File: src/rtl/pw_tile_scheduler_pkg.sv
// rtl/pw_tile_scheduler_pkg.sv - shared widths, defaults and state encoding for the PW tile scheduler
package pw_sched_pkg;

  localparam int PIX_W           = 8;
  localparam int K_W             = 7;
  localparam int CH_W            = 8;
  localparam int MACK_W          = 6;
  localparam int ACT_W           = 8;
  localparam int PIXEL_TILE_SIZE = 128;
  localparam int K_MAX           = 64;

  typedef enum logic [3:0] {
    S_IDLE, S_WLOAD, S_WWAIT, S_COMMIT, S_PIX, S_PSWAIT, S_STEP,
    S_DRAIN, S_SPILL, S_QUANT, S_QWAIT, S_OUT, S_NEXT
  } state_e;

endpackage

File: src/rtl/pw_tile_scheduler_if.sv
// rtl/pw_tile_scheduler_if.sv - scheduler-to-datapath signal bundle
// master is the scheduler side; slave is the weight/psum/MAC/requant environment.
interface pw_tile_scheduler_if;
  import pw_sched_pkg::*;

  logic               start;
  logic [PIX_W-1:0]   cfg_num_pix;
  logic [CH_W-1:0]    cfg_num_chunks;
  logic [K_W-1:0]     cfg_k_len;
  logic               busy;
  logic               done;
  logic               wt_load_start;
  logic               wt_load_done;
  logic               wt_bank_commit;
  logic               psum_do_read;
  logic               psum_rd_valid;
  logic               psum_do_write;
  logic [PIX_W-1:0]   t_in_tile;
  logic               mac_clear_pulse;
  logic               mac_load_pulse;
  logic               mac_step_en;
  logic [MACK_W-1:0]  mac_k;
  logic [ACT_W-1:0]   mac_act_k;
  logic               act_req;
  logic [PIX_W-1:0]   act_pix;
  logic [MACK_W-1:0]  act_kidx;
  logic               act_valid;
  logic [ACT_W-1:0]   act_data;
  logic               q_en;
  logic               q_valid;
  logic               out_valid;
  logic               out_ready;
  logic [PIX_W-1:0]   out_pix;

  modport master (
    input  start, cfg_num_pix, cfg_num_chunks, cfg_k_len, wt_load_done, psum_rd_valid,
           act_valid, act_data, q_valid, out_ready,
    output busy, done, wt_load_start, wt_bank_commit, psum_do_read, psum_do_write, t_in_tile,
           mac_clear_pulse, mac_load_pulse, mac_step_en, mac_k, mac_act_k, act_req, act_pix,
           act_kidx, q_en, out_valid, out_pix
  );

  modport slave (
    output start, cfg_num_pix, cfg_num_chunks, cfg_k_len, wt_load_done, psum_rd_valid,
           act_valid, act_data, q_valid, out_ready,
    input  busy, done, wt_load_start, wt_bank_commit, psum_do_read, psum_do_write, t_in_tile,
           mac_clear_pulse, mac_load_pulse, mac_step_en, mac_k, mac_act_k, act_req, act_pix,
           act_kidx, q_en, out_valid, out_pix
  );

endinterface

File: src/rtl/pw_tile_scheduler_loop_ctr.sv
// rtl/pw_tile_scheduler_loop_ctr.sv - nested chunk/pixel/k counters with latched, clamped tile config
module pw_loop_ctr
  import pw_sched_pkg::*;
#(
  parameter int PIX_MAX = PIXEL_TILE_SIZE,
  parameter int KMAX    = K_MAX
) (
  input  logic              CLK,
  input  logic              RESET,
  input  logic              load,
  input  logic [PIX_W-1:0]  cfg_num_pix,
  input  logic [CH_W-1:0]   cfg_num_chunks,
  input  logic [K_W-1:0]    cfg_k_len,
  input  logic              pix_clr,
  input  logic              pix_inc,
  input  logic              k_clr,
  input  logic              k_inc,
  input  logic              chunk_clr,
  input  logic              chunk_inc,
  output logic [PIX_W-1:0]  pix,
  output logic [MACK_W-1:0] k_idx,
  output logic              cfg_zero,
  output logic              k_last,
  output logic              pix_last,
  output logic              chunk_first,
  output logic              chunk_last
);

  logic [PIX_W-1:0] num_pix_q, num_pix_d;
  logic [CH_W-1:0]  num_chunks_q, num_chunks_d;
  logic [K_W-1:0]   k_len_q, k_len_d;
  logic [PIX_W-1:0] pix_q, pix_d;
  logic [K_W-1:0]   k_q, k_d;
  logic [CH_W-1:0]  chunk_q, chunk_d;

  always_comb begin
    num_pix_d    = num_pix_q;
    num_chunks_d = num_chunks_q;
    k_len_d      = k_len_q;
    if (load) begin
      num_pix_d    = (cfg_num_pix > PIX_W'(PIX_MAX)) ? PIX_W'(PIX_MAX) : cfg_num_pix;
      num_chunks_d = cfg_num_chunks;
      k_len_d      = (cfg_k_len > K_W'(KMAX)) ? K_W'(KMAX) : cfg_k_len;
    end
    pix_d = pix_q;
    if (pix_clr)      pix_d = '0;
    else if (pix_inc) pix_d = pix_q + PIX_W'(1);
    k_d = k_q;
    if (k_clr)      k_d = '0;
    else if (k_inc) k_d = k_q + K_W'(1);
    chunk_d = chunk_q;
    if (chunk_clr)      chunk_d = '0;
    else if (chunk_inc) chunk_d = chunk_q + CH_W'(1);
  end

  always_ff @(posedge CLK) begin
    if (RESET) begin
      num_pix_q    <= '0;
      num_chunks_q <= '0;
      k_len_q      <= '0;
      pix_q        <= '0;
      k_q          <= '0;
      chunk_q      <= '0;
    end else begin
      num_pix_q    <= num_pix_d;
      num_chunks_q <= num_chunks_d;
      k_len_q      <= k_len_d;
      pix_q        <= pix_d;
      k_q          <= k_d;
      chunk_q      <= chunk_d;
    end
  end

  // k runs to KMAX after the final step, so only its low bits address weight rows
  assign pix         = pix_q;
  assign k_idx       = k_q[MACK_W-1:0];
  assign cfg_zero    = (cfg_num_pix == '0) || (cfg_num_chunks == '0) || (cfg_k_len == '0);
  assign k_last      = (k_q == k_len_q - K_W'(1));
  assign pix_last    = (pix_q + PIX_W'(1) == num_pix_q);
  assign chunk_first = (chunk_q == '0);
  assign chunk_last  = (chunk_q + CH_W'(1) == num_chunks_q);

endmodule

File: src/rtl/pw_tile_scheduler.sv
// rtl/pw_tile_scheduler.sv - weight-stationary tile sequencer for the 32-lane PW core
// Pulse/level outputs are registered from the next state; step and load follow their input handshakes.
module pw_tile_scheduler
  import pw_sched_pkg::*;
#(
  parameter int PIX_TILE = PIXEL_TILE_SIZE,
  parameter int K_STEPS  = K_MAX
) (
  input  logic                CLK,
  input  logic                RESET,
  pw_tile_scheduler_if.master bus
);

  state_e state_q, state_d;
  logic busy_q, busy_d, done_q, done_d, wls_q, wls_d, commit_q, commit_d;
  logic rd_q, rd_d, wr_q, wr_d, clear_q, clear_d, req_q, req_d, qen_q, qen_d, ov_q, ov_d;
  logic load, pix_clr, pix_inc, k_clr, k_inc, chunk_clr, chunk_inc;
  logic cfg_zero, k_last, pix_last, chunk_first, chunk_last, step;
  logic [PIX_W-1:0]  pix;
  logic [MACK_W-1:0] k_idx;

  pw_loop_ctr #(.PIX_MAX(PIX_TILE), .KMAX(K_STEPS)) u_ctr (
    .CLK(CLK), .RESET(RESET), .load(load),
    .cfg_num_pix(bus.cfg_num_pix), .cfg_num_chunks(bus.cfg_num_chunks), .cfg_k_len(bus.cfg_k_len),
    .pix_clr(pix_clr), .pix_inc(pix_inc), .k_clr(k_clr), .k_inc(k_inc),
    .chunk_clr(chunk_clr), .chunk_inc(chunk_inc), .pix(pix), .k_idx(k_idx),
    .cfg_zero(cfg_zero), .k_last(k_last), .pix_last(pix_last),
    .chunk_first(chunk_first), .chunk_last(chunk_last)
  );

  assign step = (state_q == S_STEP) && bus.act_valid;

  always_comb begin
    state_d   = state_q;
    load      = 1'b0;
    pix_clr   = 1'b0;
    pix_inc   = 1'b0;
    k_clr     = 1'b0;
    k_inc     = 1'b0;
    chunk_clr = 1'b0;
    chunk_inc = 1'b0;
    case (state_q)
      S_IDLE: if (bus.start) begin
        load = 1'b1;
        if (!cfg_zero) begin
          state_d   = S_WLOAD;
          pix_clr   = 1'b1;
          k_clr     = 1'b1;
          chunk_clr = 1'b1;
        end
      end
      S_WLOAD:  state_d = S_WWAIT;
      S_WWAIT:  if (bus.wt_load_done) state_d = S_COMMIT;
      S_COMMIT: begin
        pix_clr = 1'b1;
        state_d = S_PIX;
      end
      S_PIX:    state_d = chunk_first ? S_STEP : S_PSWAIT;
      S_PSWAIT: if (bus.psum_rd_valid) state_d = S_STEP;
      S_STEP: if (step) begin
        k_inc = 1'b1;
        if (k_last) state_d = S_DRAIN;
      end
      S_DRAIN:  state_d = chunk_last ? S_QUANT : S_SPILL;
      S_SPILL:  state_d = S_NEXT;
      S_QUANT:  state_d = S_QWAIT;
      S_QWAIT:  if (bus.q_valid) state_d = S_OUT;
      S_OUT:    if (bus.out_ready) state_d = S_NEXT;
      S_NEXT: begin
        pix_inc = 1'b1;
        k_clr   = 1'b1;
        if (!pix_last) begin
          state_d = S_PIX;
        end else if (!chunk_last) begin
          chunk_inc = 1'b1;
          state_d   = S_WLOAD;
        end else begin
          state_d = S_IDLE;
        end
      end
      default: state_d = S_IDLE;
    endcase

    busy_d   = (state_d != S_IDLE);
    done_d   = ((state_q == S_IDLE) && bus.start && cfg_zero) ||
               ((state_q == S_NEXT) && (state_d == S_IDLE));
    wls_d    = (state_d == S_WLOAD);
    commit_d = (state_d == S_COMMIT);
    clear_d  = (state_d == S_PIX) && chunk_first;
    rd_d     = (state_d == S_PIX) && !chunk_first;
    wr_d     = (state_d == S_SPILL);
    req_d    = (state_d == S_STEP);
    qen_d    = (state_d == S_QUANT);
    ov_d     = (state_d == S_OUT);
  end

  always_ff @(posedge CLK) begin
    if (RESET) begin
      state_q  <= S_IDLE;
      busy_q   <= 1'b0;
      done_q   <= 1'b0;
      wls_q    <= 1'b0;
      commit_q <= 1'b0;
      clear_q  <= 1'b0;
      rd_q     <= 1'b0;
      wr_q     <= 1'b0;
      req_q    <= 1'b0;
      qen_q    <= 1'b0;
      ov_q     <= 1'b0;
    end else begin
      state_q  <= state_d;
      busy_q   <= busy_d;
      done_q   <= done_d;
      wls_q    <= wls_d;
      commit_q <= commit_d;
      clear_q  <= clear_d;
      rd_q     <= rd_d;
      wr_q     <= wr_d;
      req_q    <= req_d;
      qen_q    <= qen_d;
      ov_q     <= ov_d;
    end
  end

  assign bus.busy            = busy_q;
  assign bus.done            = done_q;
  assign bus.wt_load_start   = wls_q;
  assign bus.wt_bank_commit  = commit_q;
  assign bus.psum_do_read    = rd_q;
  assign bus.psum_do_write   = wr_q;
  assign bus.t_in_tile       = pix;
  assign bus.mac_clear_pulse = clear_q;
  assign bus.mac_load_pulse  = (state_q == S_PSWAIT) && bus.psum_rd_valid;
  assign bus.mac_step_en     = step;
  assign bus.mac_k           = k_idx;
  assign bus.mac_act_k       = step ? bus.act_data : '0;
  assign bus.act_req         = req_q;
  assign bus.act_pix         = pix;
  assign bus.act_kidx        = k_idx;
  assign bus.q_en            = qen_q;
  assign bus.out_valid       = ov_q;
  assign bus.out_pix         = pix;

endmodule

File: src/flat_wrapper.sv
// flat-port wrapper written by rule: the top's interface ports become plain ports
module pw_tile_scheduler_flat import pw_sched_pkg::*;
#(
  parameter int PIX_TILE = PIXEL_TILE_SIZE,
  parameter int K_STEPS  = K_MAX
)
  (CLK, RESET, bus_start, bus_cfg_num_pix, bus_cfg_num_chunks, bus_cfg_k_len, bus_wt_load_done, bus_psum_rd_valid, bus_act_valid, bus_act_data, bus_q_valid, bus_out_ready, bus_busy, bus_done, bus_wt_load_start, bus_wt_bank_commit, bus_psum_do_read, bus_psum_do_write, bus_t_in_tile, bus_mac_clear_pulse, bus_mac_load_pulse, bus_mac_step_en, bus_mac_k, bus_mac_act_k, bus_act_req, bus_act_pix, bus_act_kidx, bus_q_en, bus_out_valid, bus_out_pix);
  pw_tile_scheduler_if bus_i ();
  input  logic CLK;
  input  logic RESET;
  input wire logic [$bits(bus_i.start)-1:0] bus_start;
  input wire logic [$bits(bus_i.cfg_num_pix)-1:0] bus_cfg_num_pix;
  input wire logic [$bits(bus_i.cfg_num_chunks)-1:0] bus_cfg_num_chunks;
  input wire logic [$bits(bus_i.cfg_k_len)-1:0] bus_cfg_k_len;
  input wire logic [$bits(bus_i.wt_load_done)-1:0] bus_wt_load_done;
  input wire logic [$bits(bus_i.psum_rd_valid)-1:0] bus_psum_rd_valid;
  input wire logic [$bits(bus_i.act_valid)-1:0] bus_act_valid;
  input wire logic [$bits(bus_i.act_data)-1:0] bus_act_data;
  input wire logic [$bits(bus_i.q_valid)-1:0] bus_q_valid;
  input wire logic [$bits(bus_i.out_ready)-1:0] bus_out_ready;
  output wire logic [$bits(bus_i.busy)-1:0] bus_busy;
  output wire logic [$bits(bus_i.done)-1:0] bus_done;
  output wire logic [$bits(bus_i.wt_load_start)-1:0] bus_wt_load_start;
  output wire logic [$bits(bus_i.wt_bank_commit)-1:0] bus_wt_bank_commit;
  output wire logic [$bits(bus_i.psum_do_read)-1:0] bus_psum_do_read;
  output wire logic [$bits(bus_i.psum_do_write)-1:0] bus_psum_do_write;
  output wire logic [$bits(bus_i.t_in_tile)-1:0] bus_t_in_tile;
  output wire logic [$bits(bus_i.mac_clear_pulse)-1:0] bus_mac_clear_pulse;
  output wire logic [$bits(bus_i.mac_load_pulse)-1:0] bus_mac_load_pulse;
  output wire logic [$bits(bus_i.mac_step_en)-1:0] bus_mac_step_en;
  output wire logic [$bits(bus_i.mac_k)-1:0] bus_mac_k;
  output wire logic [$bits(bus_i.mac_act_k)-1:0] bus_mac_act_k;
  output wire logic [$bits(bus_i.act_req)-1:0] bus_act_req;
  output wire logic [$bits(bus_i.act_pix)-1:0] bus_act_pix;
  output wire logic [$bits(bus_i.act_kidx)-1:0] bus_act_kidx;
  output wire logic [$bits(bus_i.q_en)-1:0] bus_q_en;
  output wire logic [$bits(bus_i.out_valid)-1:0] bus_out_valid;
  output wire logic [$bits(bus_i.out_pix)-1:0] bus_out_pix;
  assign bus_i.start = bus_start;
  assign bus_i.cfg_num_pix = bus_cfg_num_pix;
  assign bus_i.cfg_num_chunks = bus_cfg_num_chunks;
  assign bus_i.cfg_k_len = bus_cfg_k_len;
  assign bus_i.wt_load_done = bus_wt_load_done;
  assign bus_i.psum_rd_valid = bus_psum_rd_valid;
  assign bus_i.act_valid = bus_act_valid;
  assign bus_i.act_data = bus_act_data;
  assign bus_i.q_valid = bus_q_valid;
  assign bus_i.out_ready = bus_out_ready;
  assign bus_busy = bus_i.busy;
  assign bus_done = bus_i.done;
  assign bus_wt_load_start = bus_i.wt_load_start;
  assign bus_wt_bank_commit = bus_i.wt_bank_commit;
  assign bus_psum_do_read = bus_i.psum_do_read;
  assign bus_psum_do_write = bus_i.psum_do_write;
  assign bus_t_in_tile = bus_i.t_in_tile;
  assign bus_mac_clear_pulse = bus_i.mac_clear_pulse;
  assign bus_mac_load_pulse = bus_i.mac_load_pulse;
  assign bus_mac_step_en = bus_i.mac_step_en;
  assign bus_mac_k = bus_i.mac_k;
  assign bus_mac_act_k = bus_i.mac_act_k;
  assign bus_act_req = bus_i.act_req;
  assign bus_act_pix = bus_i.act_pix;
  assign bus_act_kidx = bus_i.act_kidx;
  assign bus_q_en = bus_i.q_en;
  assign bus_out_valid = bus_i.out_valid;
  assign bus_out_pix = bus_i.out_pix;
  pw_tile_scheduler #(.PIX_TILE(PIX_TILE), .K_STEPS(K_STEPS)) u_core (.CLK(CLK), .RESET(RESET), .bus(bus_i));
endmodule
File: config.mk
export PLATFORM = sky130hd
export DESIGN_NAME = pw_tile_scheduler_flat
export DESIGN_NICKNAME = d
export VERILOG_FILES = /design/src/rtl/pw_tile_scheduler_pkg.sv /design/src/rtl/pw_tile_scheduler_if.sv /design/src/rtl/pw_tile_scheduler_loop_ctr.sv /design/src/rtl/pw_tile_scheduler.sv /design/src/flat_wrapper.sv
export SDC_FILE = /design/constraint.sdc
export NUM_CORES = 1
export LEC_CHECK = 0
export ABC_AREA = 0
export ABC_CLOCK_PERIOD_IN_PS = 3650
export CAP_MARGIN = 20
export CORE_MARGIN = 4
export CORE_UTILIZATION = 45
export CTS_CLUSTER_SIZE = 28
export DETAILED_ROUTE_END_ITERATION = 8
export DONT_BUFFER_PORTS = 1
export PLACE_DENSITY = 0.68
export REMOVE_ABC_BUFFERS = 1
export SYNTH_ARGS = -nofsm -noshare
export SYNTH_HDL_FRONTEND = slang
export SYNTH_HIERARCHICAL = 1
export SYNTH_SLANG_ARGS = --single-unit
File: constraint.sdc
create_clock -name CLK -period 3.65 [get_ports CLK]
set_input_delay 0.365 -clock CLK [delete_from_list [all_inputs] [get_ports CLK]]
set_output_delay 0.365 -clock CLK [all_outputs]
set_load 0.01 [all_outputs]
# Word level (Yosys, flattened, before mapping)
# Index checks and enable logic that the tools add are counted.
# Widths: inputs -> output; s select.
# op_classes
add_sub_neg	4
magnitude_cmp	2
eq_ne	22
mux	29
reduce_logical	21
# ops
op	n
$pmux 4 s13	1
$mux 4	9
$eq 4x4->1 const B	8
$eq 4x3->1 const B	6
$logic_not 8->1	3
$add 8x1->8 const B	2
$eq 8x8->1	2
$mux 8	2
$mux 1	13
$eq 4x2->1 const B	3
$eq 4x1->1 const B	2
$gt 8x8->1 const B	1
$logic_not 4->1	2
$add 7x1->7 const B	1
$eq 7x7->1	1
$gt 7x7->1 const B	1
$logic_and 1x1->1	7
$logic_not 7->1	1
$mux 7	1
$sub 7x1->7 const B	1
$reduce_or 2->1	3
$pmux 1 s2	2
$reduce_bool 4->1	1
$logic_or 1x1->1	3
2 further kinds	2
# totals
register_bits	60
in_bits	39
out_inout_bits	56
wordCells	95

# Logic depth before layout (Yosys ltp)
# Gate-level depths: netlist (run 1).
# logic_depth
ltp_word	9
depth_mapped	12
mapped_depth_nobuf	11

# By module
# The synthesis (run 1) kept the hierarchy.
# by_module_without_submodules
mod	n_inst	cells_each	area_per_inst_um2
pw_loop_ctr	1	311	2603.7
pw_tile_scheduler	1	130	1088.5

# Worst setup path after synthesis (run 1)
# Ideal clock, no wire load.
# synth_timing
path_type	register to register
from	register u_core.u_ctr.chunk_q[0]
to	register u_core.clear_q, in the netlist u_core/bus.mac_clear_pulse
arrival_time_ps	2654
t_required_ps	3558
path_slack_ps	905
path_stages_with_launch	10
path_buffers	0
period_less_slack_ps	2745
path_cell_list	dfxtp_1 inv_1 ha_1 xnor2_1 nand2_1 a2111oi_0 nor4b_1 o32ai_2 or4_4 nor4_1
# synth_via
elab_chain_cells	7
elab_cells_between_ends	10
classes_between	add/sub: 1; eq/ne: 2; mux: 5; reduce/logical: 2
# synth_rtl
element	line	source
from (decl)	pw_tile_scheduler_loop_ctr.sv:34	logic [CH_W-1:0] chunk_q, chunk_d;
from (signal assigned)	pw_tile_scheduler_loop_ctr.sv:70	chunk_q <= chunk_d;
$add 8x1->8 (*)	pw_tile_scheduler_loop_ctr.sv:81	assign chunk_last = (chunk_q + CH_W'(1) == num_chunks_q);
$eq 8x8->1 (*)	pw_tile_scheduler_loop_ctr.sv:81	
net u_core.chunk_last	pw_tile_scheduler.sv:18	logic cfg_zero, k_last, pix_last, chunk_first, chunk_last, step;
$mux 1	pw_tile_scheduler.sv:74	end else if (!chunk_last) begin
$mux 4	pw_tile_scheduler.sv:72	if (!pix_last) begin
$pmux 4 s13 (*)	pw_tile_scheduler.sv:42	case (state_q)
$eq 4x3->1 (*)	pw_tile_scheduler.sv:89	clear_d = (state_d == S_PIX) && chunk_first;
$logic_and 1x1->1 (*)	pw_tile_scheduler.sv:89	
to (signal assigned)	pw_tile_scheduler.sv:116	clear_q <= clear_d;
to (decl)	pw_tile_scheduler.sv:16	logic rd_q, rd_d, wr_q, wr_d, clear_q, clear_d, req_q, req_d, qen_q, qen_d, ov_q, ov_d;
# The timed path passes the listed nets; every way through them passes the cells marked *.
# A chain may end at the register's enable or synchronous reset.

# Final worst setup path (run 1)
# layout_timing
from	register u_core.u_ctr.chunk_q[0]
to	register u_core.rd_q, in the netlist u_core/bus.psum_do_read
# layout_via
elab_chain_cells	7
elab_cells_between_ends	11
classes_between	add/sub: 1; eq/ne: 2; mux: 5; reduce/logical: 3
# layout_rtl
element	line	source
$add 8x1->8 (*)	pw_tile_scheduler_loop_ctr.sv:81	
$eq 8x8->1 (*)	pw_tile_scheduler_loop_ctr.sv:81	
net u_core.chunk_last	pw_tile_scheduler.sv:18	
$mux 1	pw_tile_scheduler.sv:74	
$mux 4	pw_tile_scheduler.sv:72	
$pmux 4 s13 (*)	pw_tile_scheduler.sv:42	
$eq 4x3->1 (*)	pw_tile_scheduler.sv:90	rd_d = (state_d == S_PIX) && !chunk_first;
$logic_and 1x1->1 (*)	pw_tile_scheduler.sv:90	
to (signal assigned)	pw_tile_scheduler.sv:117	rd_q <= rd_d;
to (decl)	pw_tile_scheduler.sv:16	
# Marked as above.

==> impl_metrics.ini, run 1 <==
[run_status]
status = finished clean

[die]
start_util_pct = 47.05
num_io_pins = 95
num_rows = 32
die_h_um = 98.58
dieWidth_um = 98.58
dieArea_mm2 = 0.009718
fp.coreArea_mm2 = 0.007848

[place]
hpwl_um = 5796
placed_area_mm2 = 0.003521
pre_cts_ws_ps = 514.5
placed_cells_incl_taps = 493
io_buffers = 0
place.gp.congestion = 0.8531

[cts]
postCtsSetupBuffers = 0
numCtsBuffers = 9
insertion_delay_ps = 340
cts_buffer_depth = 2
postCtsHoldBufs = 0
cts_tree = done
cts_sinks = 60
h-tree-depth = 3
cts.root.buffer_cell = clkbuf_8
post_cts_resized = 0
clk_pin_slew_ps = 60

[route]
drc = 0
drt_iter0_markers = 104
via_per_inst = 5.568
vias = 2834
drt_wl_total_um = 8090
wl_per_cell_um = 15.89
antenna_left = 0
dr.pass1.iters = 4

[synthesis]
async_flop_share_pct = 0
synth-seq-cells = 60
synth_edf_count = 0
ys.flop_type = dfxtp_1
synth_simple_gate_area_share_pct = 28.84
syn_area_per_cell_um2 = 8.373
ys_top_cells_by_area = dfxtp_1 33%, buf_4 6.5%, xor2_1 5.7%
synthXorXnorAreaFrac_pct = 11.11
synth_area_mm2 = 0.003692
seq_area_frac_synth_pct = 32.53
synth_compound_area_share_pct = 11.49
synthesis.instances = 441
synth.area.mux_share_pct = 4.100
synth.distinct_cells = 66
yosysTopAreaCell = dfxtp_1
yosysWarnings = 6
synth_top_family_by_area = simple AND/OR/NAND/NOR gates
synth_fa_ha_area_share_pct = 1.694
synth_top_area_share_pct = 32.53

[sta]
timing.hold.ws_ps = 93.70
maxSlewHeadroom_pct = 56.25
period_share_pct = 87.60
setup_tns_ps = 0
rsz0062_at_grt = false
fin_skew_ps = 14.64
hold_viol = 0
period_needed_ps = 3197
worst_pin_slew_ps = 647.2
setup_violations = 0
worst_slack_ps = 452.7
max_freq_mhz = 312.8
slew_violations = 0

[pwr]
power_leakage_nw = 1.307
peakVddDrop_mv = 0.3843
power.density_mw_per_mm2 = 512.4
power_mw = 1.915

[worst_setup_path]
worstSetupPathType = reg -> reg
critPathLaunchType = register
crit_chain = inv_1, ha_1, xnor2_1, nand2_1, a2111oi_0, nor4b_1, o32ai_2, or4_4, nor4_1
critical-path-top-delay-family = simple AND/OR/NAND/NOR gates
critPathMaxStageDelay_ps = 590
crit_path_max_fanout = 7
cp_slowest_cell = nor4b_1
critPathArrivalTime_ps = 3420
critPathRequiredTime_ps = 3880
path_buf_inv = 1
critPathCaptureType = register

[final_layout]
layout-drive-gt1-share_pct = 9.828
fill_cells = 779
fin_cells = 509
area.growth.synth_to_final_pct = 1.220
diodes = 0
utilization_pct = 47.62
seq_area_mm2 = 0.001201
fin_area_mm2 = 0.003737
final_nets = 446
multi_input_area_mm2 = 0.002113

[global_route]
first_global_vias = 2784
track_usage_pct = 16.98
grt_overflow_total = 0
grt_antenna_before_repair = 0
grt_start_max_net_pins = 38
grt_pass1_wl_um = 13560

[flow_run]
cap_violations = 0

[hold_path]
min_path_type = in -> reg
per-layer routing:
layer  track usage [%]  part of all wire [%]
met2             25.85                    46
met1             22.12                    46
met5                 0                     0
met4             6.933                   1.8
met3             5.662                   5.9
power breakdown:
group | internal [mW] | total (mW) | switching (mW)
clock | 0.400 | 0.661 | 0.261
sequential | 0.712 | 0.800 | 0.0883
combinational | 0.207 | 0.454 | 0.247
total | 1.32 | 1.91 | 0.597
cell families after synthesis:
logic type               Yosys count
adder cells (fa/ha/maj)            5
AO/OA/AOI/OAI                     64
flip-flops                        60
XOR/XNOR                          46
AND/OR/NAND/NOR                  185
multiplexers                      15
buffers and inverters             66
path summary, 6_finish.rpt:
| path | end | slack (ps) | cells after the start | startpoint |
|---|---|---|---|---|
| setup reg to reg | u_core/bus.psum_do_read$_SDFF_PP0_ | 450 | 9 | u_core/u_ctr/chunk_q[0]$_SDFFE_PP0P_ |
| hold / removal | u_core/state_q[1]$_SDFF_PP0_ | 90 | 1 | RESET |
| hold reg to reg | u_core/u_ctr/num_pix_q[0]$_SDFFE_PP0P_ | 480 | 2 | u_core/u_ctr/num_pix_q[0]$_SDFFE_PP0P_ |
| setup / recovery | u_core/bus.psum_do_read$_SDFF_PP0_ | 450 | 9 | u_core/u_ctr/chunk_q[0]$_SDFFE_PP0P_ |
cell usage in the layout, fill, tap and decap left out, types with 8 or more instances in the layout:
master    instances
dfxtp_1          60
xnor2_1          21
a21oi_1          26
nand2_1          25
nor2_1           47
nor2b_1          11
nand3_1           8
mux2i_1          14
nor4_1            9
xor2_1           24
nand2b_1         14
o21ai_0          13
nand4_1          13
clkbuf_8         10
nand3b_1         12
inv_1            10
and2_1            8
synth_stat cells (all sizes together) (8+ instances only):
library cell,number
xor2,25
nand3b,12
nor4,11
nand3,8
clkbuf,19
nand4,13
nor2b,11
nand2,25
mux2i,14
a21oi,26
and2,9
inv,11
o21ai,13
xnor2,21
buf,36
nand2b,15
dfxtp,60
nor2,47
area by class of cell:
| type | instances | share of cell area [%] |
|---|---|---|
| Multi-Input combinational cell | 315 | 56.55 |
| Inverter | 11 | 1.105 |
| Clock buffer | 11 | 3.783 |
| Sequential cell | 60 | 32.14 |
| Timing Repair Buffer | 5 | 1.004 |
| Tap cell | 102 | 3.415 |
| Clock inverter | 5 | 2.009 |
flip-flops by register name, summed over array words and instances (netlist names), 4 cells and up:
| register | count |
|---|---|
| u_core/state_q | 4 |
| u_core/u_ctr/chunk_q | 8 |
| u_core/u_ctr/k_len_q | 7 |
| u_core/u_ctr/k_q | 7 |
| u_core/u_ctr/num_chunks_q | 8 |
| u_core/u_ctr/num_pix_q | 8 |
| u_core/u_ctr/pix | 8 |
(Power assumes the default switching activity.)
==> run 2, diff against run 1 <==
--- a/config.mk
+++ b/config.mk
@@ -15,6 +15,7 @@
 export DONT_BUFFER_PORTS = 1
 export PLACE_DENSITY = 0.68
 export REMOVE_ABC_BUFFERS = 1
+export SLEW_MARGIN = 15
 export SYNTH_ARGS = -nofsm -noshare
 export SYNTH_HDL_FRONTEND = slang
 export SYNTH_HIERARCHICAL = 1
==> results of run 2 <==
Final layout, timing and power as in run 1 (identical DEF).
==> run 3, diff against run 2 <==
--- a/config.mk
+++ b/config.mk
@@ -6,10 +6,11 @@
 export NUM_CORES = 1
 export LEC_CHECK = 0
 export ABC_AREA = 0
-export ABC_CLOCK_PERIOD_IN_PS = 3650
+export ABC_CLOCK_PERIOD_IN_PS = 3100
 export CAP_MARGIN = 20
 export CORE_MARGIN = 4
 export CORE_UTILIZATION = 45
+export CTS_CLUSTER_DIAMETER = 100
 export CTS_CLUSTER_SIZE = 28
 export DETAILED_ROUTE_END_ITERATION = 8
 export DONT_BUFFER_PORTS = 1
==> constraint.sdc (replaced) <==
create_clock -name CLK -period 3.1 [get_ports CLK]
set_input_delay 0.31 -clock CLK [delete_from_list [all_inputs] [get_ports CLK]]
set_output_delay 0.31 -clock CLK [all_outputs]
set_load 0.01 [all_outputs]
==> run 3 against run 2 <==
Compared with the run above: clock skew decreased by 6.9 ps; worst hold slack got worse by 50 ps; design area increased by 0.94%; clock power down 2%; sequential power increased by 18%; combinational power grew 19%; die area stayed put; global-route usage shrank 1.0 points; maximum frequency up 13%.
==> impl_metrics.ini, run 3 (synthesized netlist as in run 1, its figures left out) <==
[run_status]
status = finished clean

[worst_setup_path]
critPathArrivalTime_ps = 3070
critPathCaptureType = register
worstSetupPathType = reg -> reg
critPathLaunchType = register
crit_path_max_fanout = 7
critPathRequiredTime_ps = 3330

[final_layout]
fin_cells = 515
layout_common_cells = 58 x dfxtp_1, 47 x nor2_1, 26 x a21oi_1
final_nets = 452
diodes = 0
area.growth.synth_to_final_pct = 2.169
fill_cells = 801
layout-drive-gt1-share_pct = 12.59
layout_commonest_cell = dfxtp_1

[sta]
hold_viol = 0
fin_skew_ps = 7.773
period_needed_ps = 2834
max_freq_mhz = 352.9
setup_violations = 0
worst_pin_slew_ps = 668.6
maxSlewHeadroom_pct = 55.37
period_share_pct = 91.42
slew_violations = 0

[cts]
numCtsBuffers = 9
h-tree-depth = 3
clk_pin_slew_ps = 70
cts_buffer_depth = 2
cts.root.buffer_cell = clkbuf_8
postCtsHoldBufs = 0
insertion_delay_ps = 330
cts_sinks = 60
cts_tree = done

[die]
die_h_um = 98.58
dieWidth_um = 98.58
num_io_pins = 95
dieArea_mm2 = 0.009718
start_util_pct = 47.05
num_rows = 32
fp.coreArea_mm2 = 0.007848

[pwr]
power.density_mw_per_mm2 = 565.4
power_leakage_nw = 1.315
peakVddDrop_mv = 0.3080
power_mw = 2.133

[global_route]
grt_pass1_wl_um = 12940
grt_overflow_total = 0
grt_start_max_net_pins = 38
track_usage_pct = 15.95
grt_antenna_before_repair = 0
first_global_vias = 2683

[route]
drc = 0
wl_per_cell_um = 15.49
antenna_left = 0
drt_wl_total_um = 7978
drt_iter0_markers = 80
via_per_inst = 5.602
dr.pass1.iters = 4
vias = 2885

[place]
hpwl_um = 5792
placed_cells_incl_taps = 499
place.gp.congestion = 0.8891
io_buffers = 0

[hold_path]
min_path_type = in -> reg

[flow_run]
cap_violations = 0
run 3: area by class of cell:
| cell class | instances | area, um^2 | share of cell area, % |
|---|---|---|---|
| sequential | 60 | 1204 | 31.91 |
| timing repair buffer | 11 | 82.58 | 2.189 |
| clock buffer | 11 | 151.4 | 4.013 |
| clock inverter | 5 | 36.28 | 0.9619 |
| inverter | 11 | 41.29 | 1.095 |
| multi-input combinational | 315 | 2130 | 56.45 |
| tap | 102 | 127.6 | 3.383 |
run 3: final timing paths:
path                                                               end  depth (start not counted)                              startpoint  slack [ps]
worst min-delay path                      u_core/state_q[1]$_SDFF_PP0_                          1                                   RESET          40
worst max-delay path                u_core/bus.psum_do_read$_SDFF_PP0_                         10    u_core/u_ctr/k_len_q[0]$_SDFFE_PP0P_         270
worst min register to register  u_core/u_ctr/num_pix_q[3]$_SDFFE_PP0P_                          2  u_core/u_ctr/num_pix_q[3]$_SDFFE_PP0P_         480
worst max register to register      u_core/bus.psum_do_read$_SDFF_PP0_                         10    u_core/u_ctr/k_len_q[0]$_SDFFE_PP0P_         270
run 3: power by group:
group	leakage [nW]	internal [mW]	switching (mW)	total, mW
sequential	0.488	0.838	0.107	0.945
combinational	0.740	0.247	0.292	0.539
clock	0.0876	0.333	0.316	0.649
total	1.32	1.42	0.715	2.13
run 3: what timing repair did:
item	CTS	global route
setup endpoints to repair	0	10
resized for setup	0	6
buffers inserted	0	0
run 3: stage by stage:
step	setup TNS (ps)	setup WS, ps	hold slack, ps	util [%]	instance area, um^2
6_report	0	266.0	43.61	48.07	3772
5_1_grt	-6.620	-6.620	23.03	48.07	3772
4_1_cts	0	200.4	30.54	47.83	3754
3_5_place_dp	0	244.6	385.7	45.44	3566
3_3_place_gp	0	319.9	384.8	45.44	3566
2_1_floorplan	0	149.9	378.9	-	3356
run 3: worst max-delay path, cell delays in order, from the launching register on:
cell	delay, ps
dfxtp_1	410
inv_1	80
ha_1	290
xnor2_1	160
a32o_1	270
a221o_1	340
o2111a_1	150
nand2_1	110
o32ai_2	110
or4_4	570
nor4_1	250
run 3: per-layer routing:
layer	up-vias	GRT usage (%)	routed length, um
met5	-	0	0
met4	0	4.622	72
met3	10	4.812	467
met2	62	25.01	3764
met1	1376	21.25	3675
li1	1437	-	-
